`src/rtl/systolic_feeder_if.sv`:
```
// Operand-feeder bus: tile-row load port, stream control and the skewed
// data/weight lanes toward the systolic array.
// master = loader/controller side, slave = systolic_feeder.
interface systolic_feeder_if #(
  parameter int unsigned N = 8
);
  localparam int unsigned EW    = 32;
  localparam int unsigned ROW_W = $clog2(N);

  logic                 wr_en;
  logic                 wr_sel;
  logic [ROW_W-1:0]     wr_row;
  logic [N*EW-1:0]      wr_data;
  logic                 wr_drop;
  logic                 start;
  logic                 busy;
  logic                 done;
  logic [N*EW-1:0]      left_d_bus;
  logic [N-1:0]         left_d_v;
  logic [N*EW-1:0]      top_w_bus;
  logic [N-1:0]         top_w_v;

  modport master (
    output wr_en, wr_sel, wr_row, wr_data, start,
    input  wr_drop, busy, done, left_d_bus, left_d_v, top_w_bus, top_w_v
  );

  modport slave (
    input  wr_en, wr_sel, wr_row, wr_data, start,
    output wr_drop, busy, done, left_d_bus, left_d_v, top_w_bus, top_w_v
  );
endinterface

```
`src/rtl/systolic_feeder.sv`:
```
// Systolic-array operand feeder: buffers one NxN data tile (A) and one NxN
// weight tile (W), then streams them diagonally skewed onto the left/top
// lanes, followed by FLUSH_CYC all-valid zero beats and a one-cycle done.
// Optional double buffering: define SYSTOLIC_FEEDER_DBUF_EN.
module systolic_feeder #(
  parameter int unsigned N         = 8,
  parameter int unsigned FLUSH_CYC = N + 1
) (
  input  logic               clk,
  input  logic               rstn,
  systolic_feeder_if.slave   bus
);

  localparam int unsigned EW        = 32;
  localparam int unsigned BUS_W     = N * EW;
  localparam int unsigned ROW_W     = $clog2(N);
  localparam int unsigned STR_BEATS = 2 * N - 1;
  localparam int unsigned CNT_MAX   = (STR_BEATS > FLUSH_CYC) ? STR_BEATS : FLUSH_CYC;
  localparam int unsigned CNT_W     = $clog2(CNT_MAX + 1);

`ifdef SYSTOLIC_FEEDER_DBUF_EN
  localparam int unsigned BANKS = 2;
`else
  localparam int unsigned BANKS = 1;
`endif

  localparam logic [1:0] ST_IDLE   = 2'd0;
  localparam logic [1:0] ST_STREAM = 2'd1;
  localparam logic [1:0] ST_FLUSH  = 2'd2;
  localparam logic [1:0] ST_DONE   = 2'd3;

  logic [BUS_W-1:0] a_mem [BANKS][N];
  logic [BUS_W-1:0] w_mem [BANKS][N];

  logic [1:0]       state, state_nxt;
  logic [CNT_W-1:0] cnt, cnt_nxt;
  logic             start_ok;
  logic             wr_ok;
  logic             wr_bank;
  logic             rd_bank;
  logic             fwd_a, fwd_w;
  logic             drop_nxt;
  logic [BUS_W-1:0] ld_nxt, tw_nxt;
  logic [N-1:0]     lv_nxt, tv_nxt;

  assign start_ok = (state == ST_IDLE) && bus.start;

`ifdef SYSTOLIC_FEEDER_DBUF_EN
  logic load_bank, strm_bank;

  // Bank roles: loads always land in load_bank; an accepted start hands it to the stream side
  always_ff @(posedge clk) begin
    if (!rstn) begin
      load_bank <= 1'b0;
      strm_bank <= 1'b0;
    end else if (start_ok) begin
      strm_bank <= load_bank;
      load_bank <= ~load_bank;
    end
  end

  // Loads never collide with the streaming bank, so none are dropped
  always_comb begin
    wr_ok    = 1'b1;
    wr_bank  = load_bank;
    rd_bank  = start_ok ? load_bank : strm_bank;
    drop_nxt = 1'b0;
  end
`else
  logic is_busy;

  // Single bank: writes are refused while the bank is being streamed
  always_comb begin
    is_busy  = (state == ST_STREAM) || (state == ST_FLUSH);
    wr_ok    = !is_busy;
    wr_bank  = 1'b0;
    rd_bank  = 1'b0;
    drop_nxt = bus.wr_en && is_busy;
  end
`endif

  // A write landing on the edge that launches beat 0 must be visible in that beat
  always_comb begin
    fwd_a = bus.wr_en && wr_ok && !bus.wr_sel && (wr_bank == rd_bank);
    fwd_w = bus.wr_en && wr_ok &&  bus.wr_sel && (wr_bank == rd_bank);
  end

  // Tile buffers (not reset; contents survive reset)
  always_ff @(posedge clk) begin
    if (bus.wr_en && wr_ok) begin
      if (bus.wr_sel) w_mem[wr_bank][bus.wr_row] <= bus.wr_data;
      else            a_mem[wr_bank][bus.wr_row] <= bus.wr_data;
    end
  end

  // State and beat counter register
  always_ff @(posedge clk) begin
    if (!rstn) begin
      state <= ST_IDLE;
      cnt   <= '0;
    end else begin
      state <= state_nxt;
      cnt   <= cnt_nxt;
    end
  end

  // Next-state: IDLE -> STREAM (2N-1 beats) -> FLUSH (FLUSH_CYC beats) -> DONE -> IDLE
  always_comb begin
    state_nxt = state;
    cnt_nxt   = cnt;
    case (state)
      ST_IDLE: begin
        if (start_ok) begin
          state_nxt = ST_STREAM;
          cnt_nxt   = '0;
        end
      end
      ST_STREAM: begin
        if (cnt == CNT_W'(STR_BEATS - 1)) begin
          state_nxt = ST_FLUSH;
          cnt_nxt   = '0;
        end else begin
          cnt_nxt = cnt + CNT_W'(1);
        end
      end
      ST_FLUSH: begin
        if (cnt == CNT_W'(FLUSH_CYC - 1)) begin
          state_nxt = ST_DONE;
          cnt_nxt   = '0;
        end else begin
          cnt_nxt = cnt + CNT_W'(1);
        end
      end
      default: begin
        state_nxt = ST_IDLE;
        cnt_nxt   = '0;
      end
    endcase
  end

  // Lane contents of the beat about to be registered; lane i carries element k = t - i
  always_comb begin
    int kk;
    kk     = 0;
    ld_nxt = '0;
    lv_nxt = '0;
    tw_nxt = '0;
    tv_nxt = '0;
    if (state_nxt == ST_STREAM) begin
      for (int i = 0; i < N; i++) begin
        kk = int'(cnt_nxt) - i;
        if (kk >= 0 && kk < int'(N)) begin
          lv_nxt[i +: 1] = 1'b1;
          tv_nxt[i +: 1] = 1'b1;
          if (fwd_a && bus.wr_row == ROW_W'(i))
            ld_nxt[i*EW +: EW] = bus.wr_data[kk*EW +: EW];
          else
            ld_nxt[i*EW +: EW] = a_mem[rd_bank][ROW_W'(i)][kk*EW +: EW];
          if (fwd_w && bus.wr_row == ROW_W'(kk))
            tw_nxt[i*EW +: EW] = bus.wr_data[i*EW +: EW];
          else
            tw_nxt[i*EW +: EW] = w_mem[rd_bank][ROW_W'(kk)][i*EW +: EW];
        end
      end
    end else if (state_nxt == ST_FLUSH) begin
      lv_nxt = '1;
      tv_nxt = '1;
    end
  end

  // Registered outputs
  always_ff @(posedge clk) begin
    if (!rstn) begin
      bus.busy       <= 1'b0;
      bus.done       <= 1'b0;
      bus.wr_drop    <= 1'b0;
      bus.left_d_bus <= '0;
      bus.left_d_v   <= '0;
      bus.top_w_bus  <= '0;
      bus.top_w_v    <= '0;
    end else begin
      bus.busy       <= (state_nxt == ST_STREAM) || (state_nxt == ST_FLUSH);
      bus.done       <= (state_nxt == ST_DONE);
      bus.wr_drop    <= drop_nxt;
      bus.left_d_bus <= ld_nxt;
      bus.left_d_v   <= lv_nxt;
      bus.top_w_bus  <= tw_nxt;
      bus.top_w_v    <= tv_nxt;
    end
  end

endmodule
```
`src/flat_wrapper.sv`:
```
// flat-port wrapper written by rule: the top's interface ports become plain ports
module systolic_feeder_flat 
#(
  parameter int unsigned N         = 8,
  parameter int unsigned FLUSH_CYC = N + 1
)
  (clk, rstn, bus_wr_en, bus_wr_sel, bus_wr_row, bus_wr_data, bus_start, bus_wr_drop, bus_busy, bus_done, bus_left_d_bus, bus_left_d_v, bus_top_w_bus, bus_top_w_v);
  systolic_feeder_if #(.N(N)) bus_i ();
  input  logic clk;
  input  logic rstn;
  input wire logic [$bits(bus_i.wr_en)-1:0] bus_wr_en;
  input wire logic [$bits(bus_i.wr_sel)-1:0] bus_wr_sel;
  input wire logic [$bits(bus_i.wr_row)-1:0] bus_wr_row;
  input wire logic [$bits(bus_i.wr_data)-1:0] bus_wr_data;
  input wire logic [$bits(bus_i.start)-1:0] bus_start;
  output wire logic [$bits(bus_i.wr_drop)-1:0] bus_wr_drop;
  output wire logic [$bits(bus_i.busy)-1:0] bus_busy;
  output wire logic [$bits(bus_i.done)-1:0] bus_done;
  output wire logic [$bits(bus_i.left_d_bus)-1:0] bus_left_d_bus;
  output wire logic [$bits(bus_i.left_d_v)-1:0] bus_left_d_v;
  output wire logic [$bits(bus_i.top_w_bus)-1:0] bus_top_w_bus;
  output wire logic [$bits(bus_i.top_w_v)-1:0] bus_top_w_v;
  assign bus_i.wr_en = bus_wr_en;
  assign bus_i.wr_sel = bus_wr_sel;
  assign bus_i.wr_row = bus_wr_row;
  assign bus_i.wr_data = bus_wr_data;
  assign bus_i.start = bus_start;
  assign bus_wr_drop = bus_i.wr_drop;
  assign bus_busy = bus_i.busy;
  assign bus_done = bus_i.done;
  assign bus_left_d_bus = bus_i.left_d_bus;
  assign bus_left_d_v = bus_i.left_d_v;
  assign bus_top_w_bus = bus_i.top_w_bus;
  assign bus_top_w_v = bus_i.top_w_v;
  systolic_feeder #(.N(N), .FLUSH_CYC(FLUSH_CYC)) u_core (.clk(clk), .rstn(rstn), .bus(bus_i));
endmodule
```
`config.mk`:
```
export PLATFORM = sky130hd
export DESIGN_NAME = systolic_feeder_flat
export DESIGN_NICKNAME = d
export VERILOG_FILES = /design/src/rtl/systolic_feeder_if.sv /design/src/rtl/systolic_feeder.sv /design/src/flat_wrapper.sv
export SDC_FILE = /design/constraint.sdc
export NUM_CORES = 2
export LEC_CHECK = 0
export CAP_MARGIN = 20
export CORE_MARGIN = 2
export CORE_UTILIZATION = 54
export CTS_BUF_LIST = sky130_fd_sc_hd__clkbuf_8
export DETAILED_ROUTE_END_ITERATION = 6
export PLACE_DENSITY = 0.73
export SLEW_MARGIN = 20
export SYNTH_ARGS = -nofsm -noshare
export SYNTH_HDL_FRONTEND = slang
export SYNTH_SLANG_ARGS = --single-unit
```
`constraint.sdc`:
```
create_clock -name clk -period 34.7 [get_ports clk]
set_input_delay 5.205 -clock clk [delete_from_list [all_inputs] [get_ports clk]]
set_output_delay 5.205 -clock clk [all_outputs]
set_load 0.05 [all_outputs]
```
# Word level (Yosys, flattened, before mapping)
# Memory sizes are Yosys's and may differ from the RTL's.
# Index checks and enable logic that the tools add are counted.
dict set report word_totals {
  reg_bits 529
  ramBits 4096
  in_bits 264
  elab_cells 215
  memories 2
}
dict set report classes {
  n_addsub 8
  magnitude_cmp 26
  eq_ne 22
  n_shift 16
  n_mux 66
  bitwise_logic 9
  n_reduce_logical 44
}
# name depth width read_ports rd_clocked_by_memory_dff write_ports line_no
set mem_list {}
lappend mem_list {u_core.a_mem 1 2048 1 0 1 systolic_feeder.sv:32} ;# logic [BUS_W-1:0] a_mem [BANKS][N];
lappend mem_list {u_core.w_mem 1 2048 1 0 1 systolic_feeder.sv:33} ;# logic [BUS_W-1:0] w_mem [BANKS][N];
# operator n
set op_table {}
lappend op_table {{$bmux W256 S3} 8}
lappend op_table {{$mux W2048} 2}
lappend op_table {{$shiftx A256 B33 Y32} 10}
lappend op_table {{$demux W256 S3} 1}
lappend op_table {{$mux W256} 3}
lappend op_table {{$mux W32} 18}
lappend op_table {{$shiftx A256 B10 Y32} 2}
lappend op_table {{$mux W224} 2}
lappend op_table {{$mux W192} 2}
lappend op_table {{$mux W160} 2}
lappend op_table {{$mux W128} 2}
lappend op_table {{$ge A32 B1 Y1 const B} 7}
lappend op_table {{$lt A32 B5 Y1 const B} 7}
lappend op_table {{$mux W96} 2}
lappend op_table {{$shiftx A1 B33 Y32 const A} 4}
lappend op_table {{$mux W64} 2}
lappend op_table {{$ge A3 B4 Y1 const B} 8}
lappend op_table {{$logic_and A1 B1 Y1} 30}
lappend op_table {{$eq A3 B3 Y1} 8}
lappend op_table {{$not A3 Y3} 8}
lappend op_table {{$reduce_and A3 Y1} 8}
lappend op_table {{$sub A4 B3 Y5 const B} 4}
lappend op_table {{$mux W8} 2}
lappend op_table {{$eq A3 B3 Y1 const B} 4}
lappend op_table {{other kinds (22)} 45}

# Longest topological paths before layout
dict set report logic_depth {
  word_depth 10
  mapped_depth 19
  mapped_depth_nobuf 14
}

# Worst setup path before layout
# Ideal clock, no wire load.
dict set report synth_timing {
  kind {input to register}
  from {in bus_wr_row[0]}
  to {mem u_core.w_mem[0][1792] (netlist name) (enable)}
  setup_ns 1.500
  t_arrival_ns 29.777
  slack_ns 3.423
  stages 2
  cell_sequence {buf_2 > nor4_1}
}
dict set report synth_between {
  elab_chain_cells 6
  elab_cells_between_ends 7
  cone_classes {order compare: 2; mux: 3; bitwise: 1; reduce/logical: 1}
}
# element line_no
set synth_rtl {}
lappend synth_rtl {{start, declared} flat_wrapper.sv:13} ;# input wire logic [$bits(bus_i.wr_row)-1:0] bus_wr_row;
lappend synth_rtl {{$not A3 Y4 (not written as such) *} systolic_feeder.sv:91} ;# if (bus.wr_sel) w_mem[wr_bank][bus.wr_row] <= bus.wr_data;
lappend synth_rtl {{$ge A4 B4 Y1 (not written as such) or $lt A4 B1 Y1 (tied branches)} systolic_feeder.sv:91}
lappend synth_rtl {{$logic_and A1 B1 Y1 (not written as such)} systolic_feeder.sv:91}
lappend synth_rtl {{$mux W256 (not written as such)} systolic_feeder.sv:91}
lappend synth_rtl {{$demux W256 S3 *} systolic_feeder.sv:91}
lappend synth_rtl {{$mux W2048 (not written as such) *} systolic_feeder.sv:91}
lappend synth_rtl {{end, declared} systolic_feeder.sv:33}
# Mark *: on every way between the ends. The rest lies on a longest branch, timed or not.

# Final worst setup path
dict set report layout_timing {
  from {in bus_start}
  to {reg u_core.bus.left_d_bus[106]}
}
dict set report layout_between {
  elab_chain_cells 7
  elab_cells_between_ends 14
  cone_classes {add/sub: 1; order compare: 2; eq/ne: 1; shift: 2; mux: 5; reduce/logical: 3}
}
# element line_no
set layout_rtl {}
lappend layout_rtl {{start, declared} flat_wrapper.sv:15} ;# input wire logic [$bits(bus_i.start)-1:0] bus_start;
lappend layout_rtl {{$logic_and A1 B1 Y1 *} systolic_feeder.sv:46} ;# assign start_ok = (state == ST_IDLE) && bus.start;
lappend layout_rtl {{$mux W4} systolic_feeder.sv:113} ;# if (start_ok) begin
lappend layout_rtl {{$pmux W4 S3} systolic_feeder.sv:111} ;# case (state)
lappend layout_rtl {{$sub A4 B2 Y5} systolic_feeder.sv:151} ;# kk = int'(cnt_nxt) - i;
lappend layout_rtl {{$ge A32 B1 Y1 or $lt A32 B5 Y1 (tied branches)} systolic_feeder.sv:152} ;# if (kk >= 0 && kk < int'(N)) begin
lappend layout_rtl {{$logic_and A1 B1 Y1} systolic_feeder.sv:152}
lappend layout_rtl {{$reduce_and A3 Y1 (no source line)} -}
lappend layout_rtl {{end signal, assigned} systolic_feeder.sv:185} ;# bus.left_d_bus <= ld_nxt;
lappend layout_rtl {{end, declared} systolic_feeder_if.sv:30} ;# output wr_drop, busy, done, left_d_bus, left_d_v, top_w_bus, top_w_v
# Marked as above.
# A chain may end at the register's enable or synchronous reset.

==> impl_metrics.yaml <==
outcome:
  status: "finished, violations left"
  violations: "DRC"
power:
  p_sw_frac: 0.262
  finalPower_uw: 9380
  p_int_uw: 6920
  switchingPower_uw: 2450
  clkPwrFrac: 0.381
  power.combinational.fraction: 0.111
  pwr-share-seq: 0.508
  power.leakage_uw: 0.0608
  p_per_area_mw_per_mm2: 55.4
  ir_drop_mv: 0.0416
cells_and_area:
  synthToLayoutAreaGrowth_pct: 16.6
  final_core_util: 0.633
  final_nets: 11100
  drive_gt1_frac: 0.156
  final_common_cell: "edfxtp_1"
  layout_common_cells: "3072 x edfxtp_1, 2285 x nand2_1, 789 x clkdlybuf4s50_1"
sta:
  fin_worst_skew_ns: 0.0895
  tightest_slew_ns: 1.35
  post-route-min-period_ns: 10.36
  max_freq_mhz: 96.6
  setup_violations: 0
  setup_tns_ns: 0
  report.final.hold_viol_count: 0
  maxSlewViolCount: 0
  rsz0062_at_grt: "no"
  slew_headroom: 0.0982
  fin_crit_sh: 0.298
logic_synthesis:
  synth_top_family_by_area: "multiplexers"
  yosysUniqueCellTypes: 60
  synth_fa_ha_area_frac: 0.00164
  seq_area_frac_synth: 0.708
  yosys_warnings: 0
  synth_top_flop_cell: "edfxtp_1"
  syn_area_per_cell_um2: 14.9
  synth-async-reset-ratio: 0
  synthesis.nets: 10000
  synth_compound_area_frac: 0.0497
  synthMuxAreaShare: 0.124
  syn-instance-count: 9725
  synth-edff-count: 3072
  netlist_area_mm2: 0.145
  yosys.area_share.xor_xnor: 0.00120
  synth_seq_cells: 3601
  yosys.area_share.simple: 0.0935
route:
  ant_nets: 0
  wl_per_cell_um: 33.4
  drt_first_pass_iters: 7
  vias: 97000
  drt_wl_total_mm: 496
  vias_per_cell: 6.53
  drc: 2
  dr.first_iter.drc_count: 17300
cts:
  cts_made_buffers: 574
  cts_sinks: 3601
  cts_hold_buf: 0
  clockBufferDepth: 4
  clk_latency_ns: 1.22
  cts_tree: "yes"
  cts_root_buf: "clkbuf_8"
  clk_pin_slew_worst_paths_ns: 0.06
  cts_setup_buffers: 0
  htree_levels: 6
  ctsResizeCount: 0
placed_design:
  post-dp-hpwl_mm: 307
  gp_congestion: 0.933
  numPortBuffers: 794
floorplan:
  initial_core_util: 0.543
  die_area_mm2: 0.273
  die_x_um: 523
  std_cell_rows: 190
  ioPinCount: 795
  die_h_um: 523
  core_mm2: 0.268
critical_path:
  r2r_cells: 14
  end_kind: "flop"
  required_ns: 35.80
  critPathKind: "primary input to flop"
  critPathLaunchType: "primary input"
  worstReg2RegEnd: "u_core.bus.left_d_bus[106]$_SDFF_PN0_"
  regToRegSetupSlack_ns: 28.05
  rr_startpoint: "u_core.cnt[0]$_SDFF_PN0_"
  cp.arrival_ns: 11.46
  worstPathMaxFanout: 159
global_route:
  antenna_found_initial: 83
  grt_overflow: 0
  grt_max_degree: 199
  grt_pass1_wl_mm: 679
  grt_usage: 0.354
  grt_pass1_vias: 90400
flow_run:
  maxCapViolCount: 0
worst_hold_path:
  hold_path_end: "u_core.bus.top_w_bus[63]$_SDFF_PN0_"
  whs_path_depth: 3
  hp-class: "flop to flop"
  hold_start: "u_core.w_mem[0][1087]$_DFFE_PP_"
==> metal layers <==
layer  global-route usage  vias up  part of all wire
met2                0.494     7852              0.42
met3                0.126     1145              0.16
li1                     -    39400                 -
met5                    0        -           0.00055
met4                0.221       42             0.069
met1                0.475    48500              0.35
==> stage by stage <==
step                setup slack, ns  cell area [µm²]  hold slack [ns]  std cells
finish                        24.34           169000            0.700      14800
floorplan                      3.42           145000            0.609       9725
global placement              23.20           158000            0.684      13700
global route                  24.15           169000            0.743      14800
detailed placement            23.13           158000            0.692      13700
CTS                           24.41           169000            0.698      14800
==> cells in the mapped netlist, types with 32 or more instances <==
library cell	n	area, µm²
a211oi_1	131	983
a21oi_1	138	691
a311oi_1	285	2500
a31oi_1	211	1320
and3_1	262	1640
buf_1	67	251
buf_2	248	1240
buf_4	43	323
clkbuf_1	341	1280
dfxtp_1	529	10600
edfxtp_1	3072	92200
mux2i_1	584	5850
mux4_2	537	12100
nand2_1	2295	8610
nand3_1	398	1990
nor2_1	179	672
nor3_1	73	365
o211a_1	64	641
o21ai_0	86	430
o22ai_1	32	200
==> power groups by stage <==
stage,clock (µW),sequential (µW),combinational [µW]
final,3570,4760,1040
after global routing,3770,4760,1090
after CTS,3580,4760,1020
after detailed placement,0,4850,1020
after global placement,0,4850,999
after floorplan,0,4890,600
==> cells by family (layout without fill, tap and decap cells) <==
group                      count (synthesis)  after routing
DFF                                     3601           3601
and+or+nand+nor                         3244           3244
muxes                                   1122           1122
AOI/OAI and AO/OA                        999            999
buffers and inverters                    725           2254
adders and majority gates                 19             19
xor gates and xnor gates                  15             15
other                                      0             43
==> sequential cells by signal, summed over array words and instances, names as in the netlist <==
signal	flops
u_core.bus.busy	1
u_core.state	2
u_core.bus.top_w_bus	256
u_core.bus.wr_drop	1
u_core.bus.left_d_v	8
u_core.cnt	4
u_core.a_mem	1024
u_core.bus.left_d_bus	256
u_core.bus.done	1
u_core.w_mem	2048
==> how the worst max path moves through the flow <==
stage,start,end,cells past startpoint
6_report,bus_start,u_core.bus.left_d_bus[106]$_SDFF_PN0_,12
5_1_grt,bus_start,u_core.bus.left_d_bus[42]$_SDFF_PN0_,12
4_1_cts,bus_start,u_core.bus.left_d_bus[107]$_SDFF_PN0_,12
3_5_place_dp,bus_start,u_core.bus.left_d_bus[44]$_SDFF_PN0_,12
3_3_place_gp,bus_start,u_core.bus.left_d_bus[44]$_SDFF_PN0_,12
2_1_floorplan,bus_wr_row[0],u_core.w_mem[0][1792]$_DFFE_PP_,2
==> final cells by class <==
| class | count | area (µm²) |
|---|---|---|
| Clock buffer | 645 | 8880 |
| Antenna cell | 43 | 108 |
| Fill cell | 19000 | 98300 |
| Clock inverter | 416 | 2440 |
| Multi-Input combinational cell | 5399 | 39400 |
| Tap cell | 3552 | 4440 |
| Timing Repair Buffer | 1174 | 11100 |
| Inverter | 19 | 121 |
| Sequential cell | 3601 | 103000 |
==> worst max-delay path, cell delays in order <==
cell and delay, ns:
clkdlybuf4s50_1 0.45, nor2b_1 0.41, a32o_4 0.80, ha_4 0.66, buf_4 0.64, buf_4 0.78
buf_12 0.69, buf_12 0.71, mux4_2 0.43, nand2_1 0.08, nand2_1 0.08, a31oi_1 0.18
(Power assumes the default switching activity.)
